**src/rtl/timer_bamse_pkg.sv**
```systemverilog
// timer_bamse_pkg
// Shared definitions for the timer_bamse port-mapped timer: bit positions
// inside the 8-bit config/status register and the counter widths.
// Ports: none (package).
package timer_bamse_pkg;

  // Register bit positions: {0, presc[2:0], auto_load, en, go, int}
  localparam int INT_BIT   = 0;
  localparam int GO_BIT    = 1;
  localparam int EN_BIT    = 2;
  localparam int AUTO_BIT  = 3;
  localparam int PRESC_LSB = 4;
  localparam int PRESC_MSB = 6;

  localparam int CNT_W = 16;
  localparam int PSC_W = 7;

endpackage

```
**src/rtl/timer_bamse_prescaler.sv**
```systemverilog
// timer_bamse_prescaler
// Free-running 7-bit prescaler counter with power-of-two tick select.
// Ports:
//   clk   - system clock
//   rst   - synchronous active-high reset
//   clear - restart the prescaler from zero (timer start)
//   run   - advance the prescaler this cycle (en && go)
//   presc - divide ratio exponent, tick once every 2^presc clocks
//   tick  - one-cycle enable for the main counter
module timer_bamse_prescaler
  import timer_bamse_pkg::*;
(
  input  logic       clk,
  input  logic       rst,
  input  logic       clear,
  input  logic       run,
  input  logic [2:0] presc,
  output logic       tick
);

  logic [PSC_W-1:0] psc_cnt_r;
  logic [PSC_W-1:0] mask_s;

  // Low presc bits set in the mask; presc = 0 gives an empty mask so every
  // running cycle ticks.
  always_comb begin
    mask_s = ~(7'h7F << presc);
    tick   = run && ((psc_cnt_r & mask_s) == mask_s);
  end

  // Prescaler counter: cleared on start, frozen whenever the timer is not running.
  always_ff @(posedge clk) begin
    if (rst) begin
      psc_cnt_r <= 7'd0;
    end else if (clear) begin
      psc_cnt_r <= 7'd0;
    end else if (run) begin
      psc_cnt_r <= psc_cnt_r + 7'd1;
    end else begin
      psc_cnt_r <= psc_cnt_r;
    end
  end

endmodule

```
**src/rtl/timer_bamse.sv**
```systemverilog
// timer_bamse
// Port-mapped 16-bit up-counting timer with power-of-two prescaler, one-shot
// and auto-reload modes and a sticky overflow interrupt flag.
// Ports:
//   clk        - system clock, all state changes on rising edge
//   rst        - synchronous active-high reset
//   timer_conf - reload/start value, sampled at start and at auto-reload
//   address    - port address; register selected when equal to ADDR
//   config_in  - write data {0, presc[2:0], auto_load, en, go, int}
//   config_out - status readback, same layout; go shows the live run state
//   ren        - read strobe (no side effects)
//   wen        - write strobe
module timer_bamse
  import timer_bamse_pkg::*;
#(
  parameter logic [7:0] ADDR = 8'h00
) (
  input  logic             clk,
  input  logic             rst,
  input  logic [CNT_W-1:0] timer_conf,
  input  logic [7:0]       address,
  input  logic [7:0]       config_in,
  output logic [7:0]       config_out,
  input  logic             ren,
  input  logic             wen
);

  logic [2:0]       presc_r, presc_n;
  logic             auto_r, auto_n;
  logic             en_r, en_n;
  logic             go_r, go_n;
  logic             int_r, int_n;
  logic [CNT_W-1:0] count_r, count_n;

  logic sel_s;
  logic start_s;
  logic run_s;
  logic tick_s;
  logic ovf_s;

  // Readback is always driven; bit 7 and the read strobe carry no state.
  wire unused_s = &{1'b0, ren, config_in[7]};

  assign sel_s   = wen && (address == ADDR);
  // A start only happens from the stopped state; go=1 while running is a no-op.
  assign start_s = sel_s && config_in[GO_BIT] && !go_r;
  assign run_s   = en_r && go_r;
  assign ovf_s   = tick_s && (count_r == 16'hFFFF);

  assign config_out = {1'b0, presc_r, auto_r, en_r, go_r, int_r};

  timer_bamse_prescaler u_prescaler (
    .clk   (clk),
    .rst   (rst),
    .clear (start_s),
    .run   (run_s),
    .presc (presc_r),
    .tick  (tick_s)
  );

  // Next-state: software write first, hardware overflow afterwards so that the
  // overflow set of int (and one-shot clear of go) wins over the write.
  always_comb begin
    presc_n = presc_r;
    auto_n  = auto_r;
    en_n    = en_r;
    go_n    = go_r;
    int_n   = int_r;
    count_n = count_r;

    if (sel_s) begin
      presc_n = config_in[PRESC_MSB:PRESC_LSB];
      auto_n  = config_in[AUTO_BIT];
      en_n    = config_in[EN_BIT];
      if (!config_in[GO_BIT]) begin
        go_n = 1'b0;
      end else if (!go_r) begin
        go_n = 1'b1;
      end else begin
        go_n = go_r;
      end
      if (!config_in[INT_BIT]) begin
        int_n = 1'b0;
      end else begin
        int_n = int_r;
      end
    end else begin
      presc_n = presc_r;
    end

    if (ovf_s) begin
      int_n = 1'b1;
      if (auto_r) begin
        count_n = timer_conf;
      end else begin
        count_n = 16'h0000;
        go_n    = 1'b0;
      end
    end else if (start_s) begin
      count_n = timer_conf;
    end else if (tick_s) begin
      count_n = count_r + 16'h0001;
    end else begin
      count_n = count_r;
    end
  end

  // State register.
  always_ff @(posedge clk) begin
    if (rst) begin
      presc_r <= 3'd0;
      auto_r  <= 1'b0;
      en_r    <= 1'b0;
      go_r    <= 1'b0;
      int_r   <= 1'b0;
      count_r <= 16'h0000;
    end else begin
      presc_r <= presc_n;
      auto_r  <= auto_n;
      en_r    <= en_n;
      go_r    <= go_n;
      int_r   <= int_n;
      count_r <= count_n;
    end
  end

endmodule

```
**config.mk**
```make
export PLATFORM = sky130hd
export DESIGN_NAME = timer_bamse
export DESIGN_NICKNAME = d
export VERILOG_FILES = /design/src/rtl/timer_bamse_pkg.sv /design/src/rtl/timer_bamse_prescaler.sv /design/src/rtl/timer_bamse.sv
export SDC_FILE = /design/constraint.sdc
export NUM_CORES = 1
export LEC_CHECK = 0
export CORE_MARGIN = 2
export CORE_UTILIZATION = 50
export CTS_CLUSTER_SIZE = 8
export DETAILED_ROUTE_END_ITERATION = 16
export DONT_BUFFER_PORTS = 1
export GPL_TIMING_DRIVEN = 0
export HOLD_SLACK_MARGIN = 0.15
export PLACE_DENSITY = 0.75
export SLEW_MARGIN = 20
export SYNTH_ARGS = -nofsm -noshare
export SYNTH_HDL_FRONTEND = slang
export SYNTH_SLANG_ARGS = --single-unit
```
**constraint.sdc**
```tcl
create_clock -name clk -period 2.4 [get_ports clk]
set_clock_uncertainty 0.2 [all_clocks]
set_input_delay 0.12 -clock clk [delete_from_list [all_inputs] [get_ports clk]]
set_output_delay 0.12 -clock clk [all_outputs]
set_load 0.05 [all_outputs]
```
==> flow_metrics.env, run 1 <==
export IMPL_boundaryPins=44
export IMPL_crit_reg2reg_launch="count_r[0]"
export IMPL_critPathCaptureType="flip-flop"
export IMPL_cts_sink_count=30
export IMPL_ys_warn_count=0
export IMPL_worstPathRequired_ns=2.44
export IMPL_hp_start="address[2]"
export IMPL_overall_via_count_from_detail_route=1855
export IMPL_hpwlAfterDp_um=3260
export IMPL_cellPowerDensity_nw_per_um2=375
export IMPL_synth_nets=255
export IMPL_clk_transition_reported_paths_ns=0.10
export IMPL_synthArstFlopShare_pct=0
export IMPL_layout_core_utilization_pct=65.3
export IMPL_max_clock_path_buffers=2
export IMPL_path_delay_family="simple AND/OR/NAND/NOR gates"
export IMPL_period_share_pct=95.2
export IMPL_crit_buf_inv=0
export IMPL_synth_area_top_cells="dfxtp_1 (33%), nand2_1 (4.3%), nor2_1 (4.1%)"
export IMPL_hold_viol_final=0
export IMPL_num_antenna_cells=0
export IMPL_flow_area_growth_from_synthesis_pct=22.3
export IMPL_hold_depth=4
export IMPL_post_route_cells_drive_above_1_share_pct=15.4
export IMPL_worstRegToRegCells=7
export IMPL_yosys_mux_area_fraction_pct=3.91
export IMPL_p_sw_w=0.000195
export IMPL_worstPathArrival_ns=2.32
export IMPL_worst_setup_path_start_kind="flip-flop"
export IMPL_dpl_cell_area_um2=1880
export IMPL_crit_reg2reg_capture="count_r[14]"
export IMPL_power_share_sequential_pct=59.5
export IMPL_cell_at_the_slowest_stage_of_the_critical_path="dfxtp_1"
export IMPL_synth_top_family_by_area="simple AND/OR/NAND/NOR gates"
export IMPL_classification_of_the_worst_setup_path="flip-flop to flip-flop"
export IMPL_cap_viol_max_count=0
export IMPL_layout_min_cycle_time_ns=2.29
export IMPL_sw_frac_of_total_pct=23.3
export IMPL_cts_htree_levels=2
export IMPL_drt_wirelength_per_cell_um=15.9
export IMPL_grt_overflow=0
export IMPL_maxSlewHeadroom_pct=61.4
export IMPL_clk_insertion_delay_late_ns=0.33
export IMPL_grt_pass1_wl_um=8280
export IMPL_endpoint_with_the_worst_hold_slack="count_r[4]"
export IMPL_synth_top_cell_area_share_pct=32.9
export IMPL_synth_fa_ha_area_share_pct=1.37
export IMPL_clock_fmax_ghz=0.438
export IMPL_design_die_area_um2=4150
export IMPL_r2r_setup_slack_ns=0.11
export IMPL_grt_use_total_pct=25.5
export IMPL_synth_compound_area_share_pct=21.3
export IMPL_final_cell_mix="dfxtp_1 (28), dlygate4sd3_1 (28), nand2_1 (21)"
export IMPL_worst_slew_pin_transition_ns=0.578
export IMPL_ir_drop_worst_case_vdd_mv=0.263
export IMPL_via_per_inst=6.20
export IMPL_hold_path_class="input port to flip-flop"
export IMPL_cts_tree="done"
export IMPL_cts_bufs_inserted=5
export IMPL_finalMaxSlewViolations=0
export IMPL_nets=291
export IMPL_ant_nets=0
export IMPL_routabilityCongestion=0.896
export IMPL_timing_critical_path_cells="ha_2 > nand4_2 > nor2_4 > nand3_1 > nor3_1 > mux2_2 > o221a_2"
export IMPL_setup_viol=0
export IMPL_drt_first_iter_violations=210
export IMPL_ys_flop_type="dfxtp_1"
export IMPL_yosys_area_share_xor_xnor_pct=4.32
export IMPL_pwr_share_clk_pct=33.0
export IMPL_rsz_0062_raised_after_global_routing="false"
export IMPL_synth_enable_flop_cells=0
export IMPL_critPathMaxFanout=7
export IMPL_post_synth_and_or_nand_nor_area_fraction_pct=31.5
export IMPL_placementRows=21
export IMPL_syn_cell_area_um2=1830
export IMPL_ys_ff_latch=30
export IMPL_number_of_iterations_in_the_first_detailed_routing_pass=5
export IMPL_leakage_nw=0.853
export IMPL_core_area_um2=3420
export IMPL_io_buffers=0
export IMPL_synth_sequential_area_ratio_pct=32.9
export IMPL_cell_internal_pwr_w=0.000643
export IMPL_postSynthCellCount=217
export IMPL_grt_pass1_vias=1752
export IMPL_synthesis_area_per_instance_um2=8.41
export IMPL_start_util_pct=53.4
export IMPL_total_length_of_routed_wires_um=4760
export IMPL_cp_slowest_stage_delay_ns=0.41
export IMPL_die_x_um=64.4
export IMPL_share_comb_of_total_power_pct=7.5
export IMPL_grt_max_degree=11
export IMPL_synth_largest_area_cell="dfxtp_1"
export IMPL_ctsRootBufferMaster="clkbuf_4"
export IMPL_die_h_um=64.4
export IMPL_result_of_the_run="finished clean"
export IMPL_grt_antenna_before_repair=0
export IMPL_drcViolationCount=0
export IMPL_synth_cell_type_count=55
export IMPL_fin_area_um2=2230
## worst reg2reg max path, stage by stage (launching register included)
cell,delay [ns]
dfxtp_1,0.41
ha_2,0.24
nand4_2,0.18
nor2_4,0.24
nand3_1,0.11
nor3_1,0.22
mux2_2,0.37
o221a_2,0.24
## timing repair
item / 4_1_cts / 5_1_grt
hold buffers: 28 / 0
buffers inserted: 0 / 1
pin swaps: 0 / 1
endpoints found under the setup margin: 5 / 11
hold endpoints to repair: 30 / 0
gates resized for setup: 2 / 3
## logic make-up after synthesis
| logic type | Yosys count |
|---|---|
| compound gates | 53 |
| xor+xnor | 9 |
| fa+ha+maj | 2 |
| buf+inv | 15 |
| flops | 30 |
| mux | 7 |
| other cells | 1 |
| simple gates | 100 |
## synth_stat cells (2+ instances only)
cell	n
nor4_1	3
o21ai_0	9
nand2b_1	3
nand3_2	3
o21ai_1	3
nand3_1	7
xnor2_1	2
and3_1	4
a211oi_1	2
nand4_2	2
buf_4	6
a31oi_1	4
xor2_1	7
a211o_1	3
nor2_1	20
dfxtp_1	30
a21oi_1	12
nand2_1	21
a21oi_2	3
o2111a_1	3
nor2b_1	3
nand4_1	10
and2_1	5
inv_1	5
ha_1	2
nor3_1	8
a32o_1	2
buf_2	3
mux2i_1	6
## power by group through the flow
stage                     logic [W]  clock network, W  registers [W]
after global routing      0.0000675          0.000312       0.000499
after detailed placement  0.0000238                 0       0.000510
after floorplan           0.0000194                 0       0.000510
after CTS                 0.0000601          0.000281       0.000498
final                     0.0000627          0.000277       0.000498
after global placement    0.0000239                 0       0.000510
## per-stage QoR
step	power, W	setup slack (ns)	std cells	hold WS [ns]	TNS (ns)
4_1_cts	0.000839	0.0926	298	0.157	0
6_report	0.000838	0.115	299	0.173	0
3_5_place_dp	0.000534	-0.117	263	-0.00503	-0.304
2_1_floorplan	0.000529	0.277	217	-0.0111	0
3_3_place_gp	0.000534	-0.118	263	-0.00939	-0.351
5_1_grt	0.000878	0.00765	299	0.219	0
## layer usage
metal	global-route usage, %	part of all wire [%]
met1	33.3	44
met2	39.1	47
met3	8.16	6.9
met4	9.84	2.0
met5	0	0
## flip-flops by register name, summed over array words and instances, names as in the netlist
name and flops:
auto_r 1, count_r 16, en_r 1, go_r 1, int_r 1, presc_r 3, u_prescaler.psc_cnt_r 7
## worst max path at each step
stage / from / to / slack (ns) / cells after the start
CTS: count_r[0] / count_r[14] / 0.09 / 7
finish: count_r[0] / count_r[14] / 0.11 / 7
floorplan: presc_r[2] / count_r[12] / 0.28 / 7
global route: count_r[0] / count_r[14] / 0.008 / 7
detailed placement: presc_r[2] / count_r[12] / -0.12 / 7
global placement: presc_r[2] / count_r[12] / -0.12 / 7
## final cells by class
class / instances / area, µm²
buffer: 10 / 63.8
clock buffer: 7 / 45.0
fill: 288 / 1180
inverter: 5 / 18.8
multi-input combinational: 172 / 1160
sequential: 30 / 603
tap: 46 / 57.6
timing repair buffer: 29 / 288
Power figures use the tool's default switching activity.
==> inputs of run 2 (changes only) <==
CORE_UTILIZATION = 51   (was 50)
PLACE_DENSITY = 0.76   (was 0.75)
==> run 2 against run 1 <==
Core utilization is 4.4 points higher. First-iteration DRC count is 15% lower. Die area is 1.8% lower. Hold slack worse by 0.082 ns. Count of clock-buffer cells in the layout is 1 lower. Critical endpoint unchanged. Sequential power hardly changed. Routed wire length is 7.2% higher. Via count is 1.2% higher. Global-route usage is 0.20 points higher.
==> flow_metrics.env, run 2 (synthesis results as in run 1) <==
export IMPL_placementRows=21
export IMPL_cp_slowest_stage_delay_ns=0.41
export IMPL_max_clock_path_buffers=2
export IMPL_cellPowerDensity_nw_per_um2=379
export IMPL_grt_pass1_wl_um=8210
export IMPL_hold_depth=4
export IMPL_io_buffers=0
export IMPL_leakage_nw=0.901
export IMPL_die_x_um=63.8
export IMPL_rsz_0062_raised_after_global_routing="false"
export IMPL_worstPathRequired_ns=2.44
export IMPL_ant_nets=0
export IMPL_layout_core_utilization_pct=69.8
export IMPL_via_per_inst=6.04
export IMPL_clock_fmax_ghz=0.429
export IMPL_cts_htree_levels=2
export IMPL_setup_viol=0
export IMPL_clk_transition_reported_paths_ns=0.10
export IMPL_flow_area_growth_from_synthesis_pct=29.5
export IMPL_grt_use_total_pct=25.7
export IMPL_hold_path_class="input port to flip-flop"
export IMPL_post_route_cells_drive_above_1_share_pct=16.3
export IMPL_largestRegisters="count_r (16), u_prescaler.psc_cnt_r (7), presc_r (3)"
export IMPL_hp_start="address[3]"
export IMPL_routabilityCongestion=0.943
export IMPL_final_cell_mix="dlygate4sd3_1 (36), dfxtp_1 (28), nand2_1 (21)"
export IMPL_nets=301
export IMPL_mostFrequentLayoutCell="dlygate4sd3_1"
export IMPL_overall_via_count_from_detail_route=1877
export IMPL_final_setup_tns_ns=0
export IMPL_clk_insertion_delay_late_ns=0.34
export IMPL_drt_first_iter_violations=179
export IMPL_grt_antenna_before_repair=0
export IMPL_ctsRootBufferMaster="clkbuf_4"
export IMPL_largest_reg_flops=16
export IMPL_finalPower_w=0.000896
export IMPL_critPathCaptureType="flip-flop"
export IMPL_grt_overflow=0
export IMPL_cts_tree="done"
export IMPL_worstRegToRegCells=7
export IMPL_grt_max_degree=11
export IMPL_classification_of_the_worst_setup_path="flip-flop to flip-flop"
export IMPL_cts_sink_count=30
export IMPL_die_h_um=63.8
export IMPL_cap_viol_max_count=0
export IMPL_design_die_area_um2=4070
export IMPL_result_of_the_run="finished clean"
export IMPL_boundaryPins=44
export IMPL_hpwlAfterDp_um=3160
export IMPL_layout_min_cycle_time_ns=2.33
export IMPL_ir_drop_worst_case_vdd_mv=0.248
export IMPL_finalMaxSlewViolations=0
export IMPL_cell_at_the_slowest_stage_of_the_critical_path="dfxtp_1"
export IMPL_cts_bufs_inserted=5
export IMPL_worst_slew_pin_transition_ns=0.611
export IMPL_drt_wirelength_per_cell_um=16.4
export IMPL_r2r_setup_slack_ns=0.07
export IMPL_crit_reg2reg_capture="count_r[14]"
export IMPL_worst_setup_path_start_kind="flip-flop"
export IMPL_crit_reg2reg_launch="count_r[0]"
export IMPL_start_util_pct=53.9
export IMPL_crit_buf_inv=0
export IMPL_worstPathArrival_ns=2.37
export IMPL_drcViolationCount=0
export IMPL_grt_pass1_vias=1733
export IMPL_holdWs_ns=0.0909
export IMPL_largest_register="count_r"
export IMPL_total_length_of_routed_wires_um=5110
export IMPL_maxSlewHeadroom_pct=59.2
export IMPL_path_delay_family="simple AND/OR/NAND/NOR gates"
export IMPL_number_of_iterations_in_the_first_detailed_routing_pass=8
export IMPL_endpoint_with_the_worst_hold_slack="int_r"
export IMPL_critPathMaxFanout=7
export IMPL_hold_viol_final=0
export IMPL_period_share_pct=97.2
export IMPL_core_area_um2=3390
export IMPL_timing_critical_path_cells="ha_1 > nand4_2 > nor2_4 > nand3_1 > nor3_1 > mux2_2 > o221a_2"
[run 2: final cells by class]
class	instances	area [µm²]
Tap cell	46	57.6
Clock buffer	6	51.3
Multi-Input combinational cell	172	1170
Buffer	10	63.8
Antenna cell	1	2.50
Fill cell	265	1020
Clock inverter	2	12.5
Sequential cell	30	603
Inverter	5	18.8
Timing Repair Buffer	39	388
[run 2: timing repair]
action                     in CTS  in global routing
setup buffers                   0                  2
setup endpoints to repair       5                 12
hold buffers                   31                  6
pin swaps                       0                  1
hold endpoints to repair       30                  5
gates resized for setup         2                  6
[run 2: worst max path at each step]
stage                from  slack, ns           to  depth (start not counted)
2_1_floorplan  presc_r[2]       0.28  count_r[12]                          7
3_3_place_gp   presc_r[2]      -0.13  count_r[12]                          7
3_5_place_dp   presc_r[2]      -0.12  count_r[12]                          7
4_1_cts        address[2]      0.009   count_r[5]                          6
5_1_grt        presc_r[2]      0.002  count_r[12]                          7
6_report       count_r[0]       0.07  count_r[14]                          7
[run 2: per-stage QoR]
step	cells	worst slack, ns	instance area [µm²]
after floorplan	217	0.277	1830
after global placement	263	-0.127	1880
after detailed placement	263	-0.123	1880
after CTS	302	0.00918	2260
after global routing	310	0.00212	2360
final	311	0.0677	2360
[run 2: layer usage]
metal | track usage, % | wire length, µm | vias to the layer above
met1 | 32.6 | 2130 | 833
met3 | 5.63 | 441 | 20
met5 | 0 | 0 | -
met2 | 40.4 | 2340 | 120
met4 | 13.9 | 197 | 0
li1 | - | - | 904
[run 2: where the power goes]
part           total (W)  internal (W)  switching, W
Sequential      0.000498      0.000498   0.000000663
Combinational  0.0000719     0.0000394     0.0000324
Clock           0.000326      0.000141      0.000185
Total           0.000896      0.000678      0.000218
[run 2: worst register-to-register path: stages (launching register included)]
cell	delay (ns)
dfxtp_1	0.41
ha_1	0.28
nand4_2	0.20
nor2_4	0.21
nand3_1	0.11
nor3_1	0.20
mux2_2	0.37
o221a_2	0.25
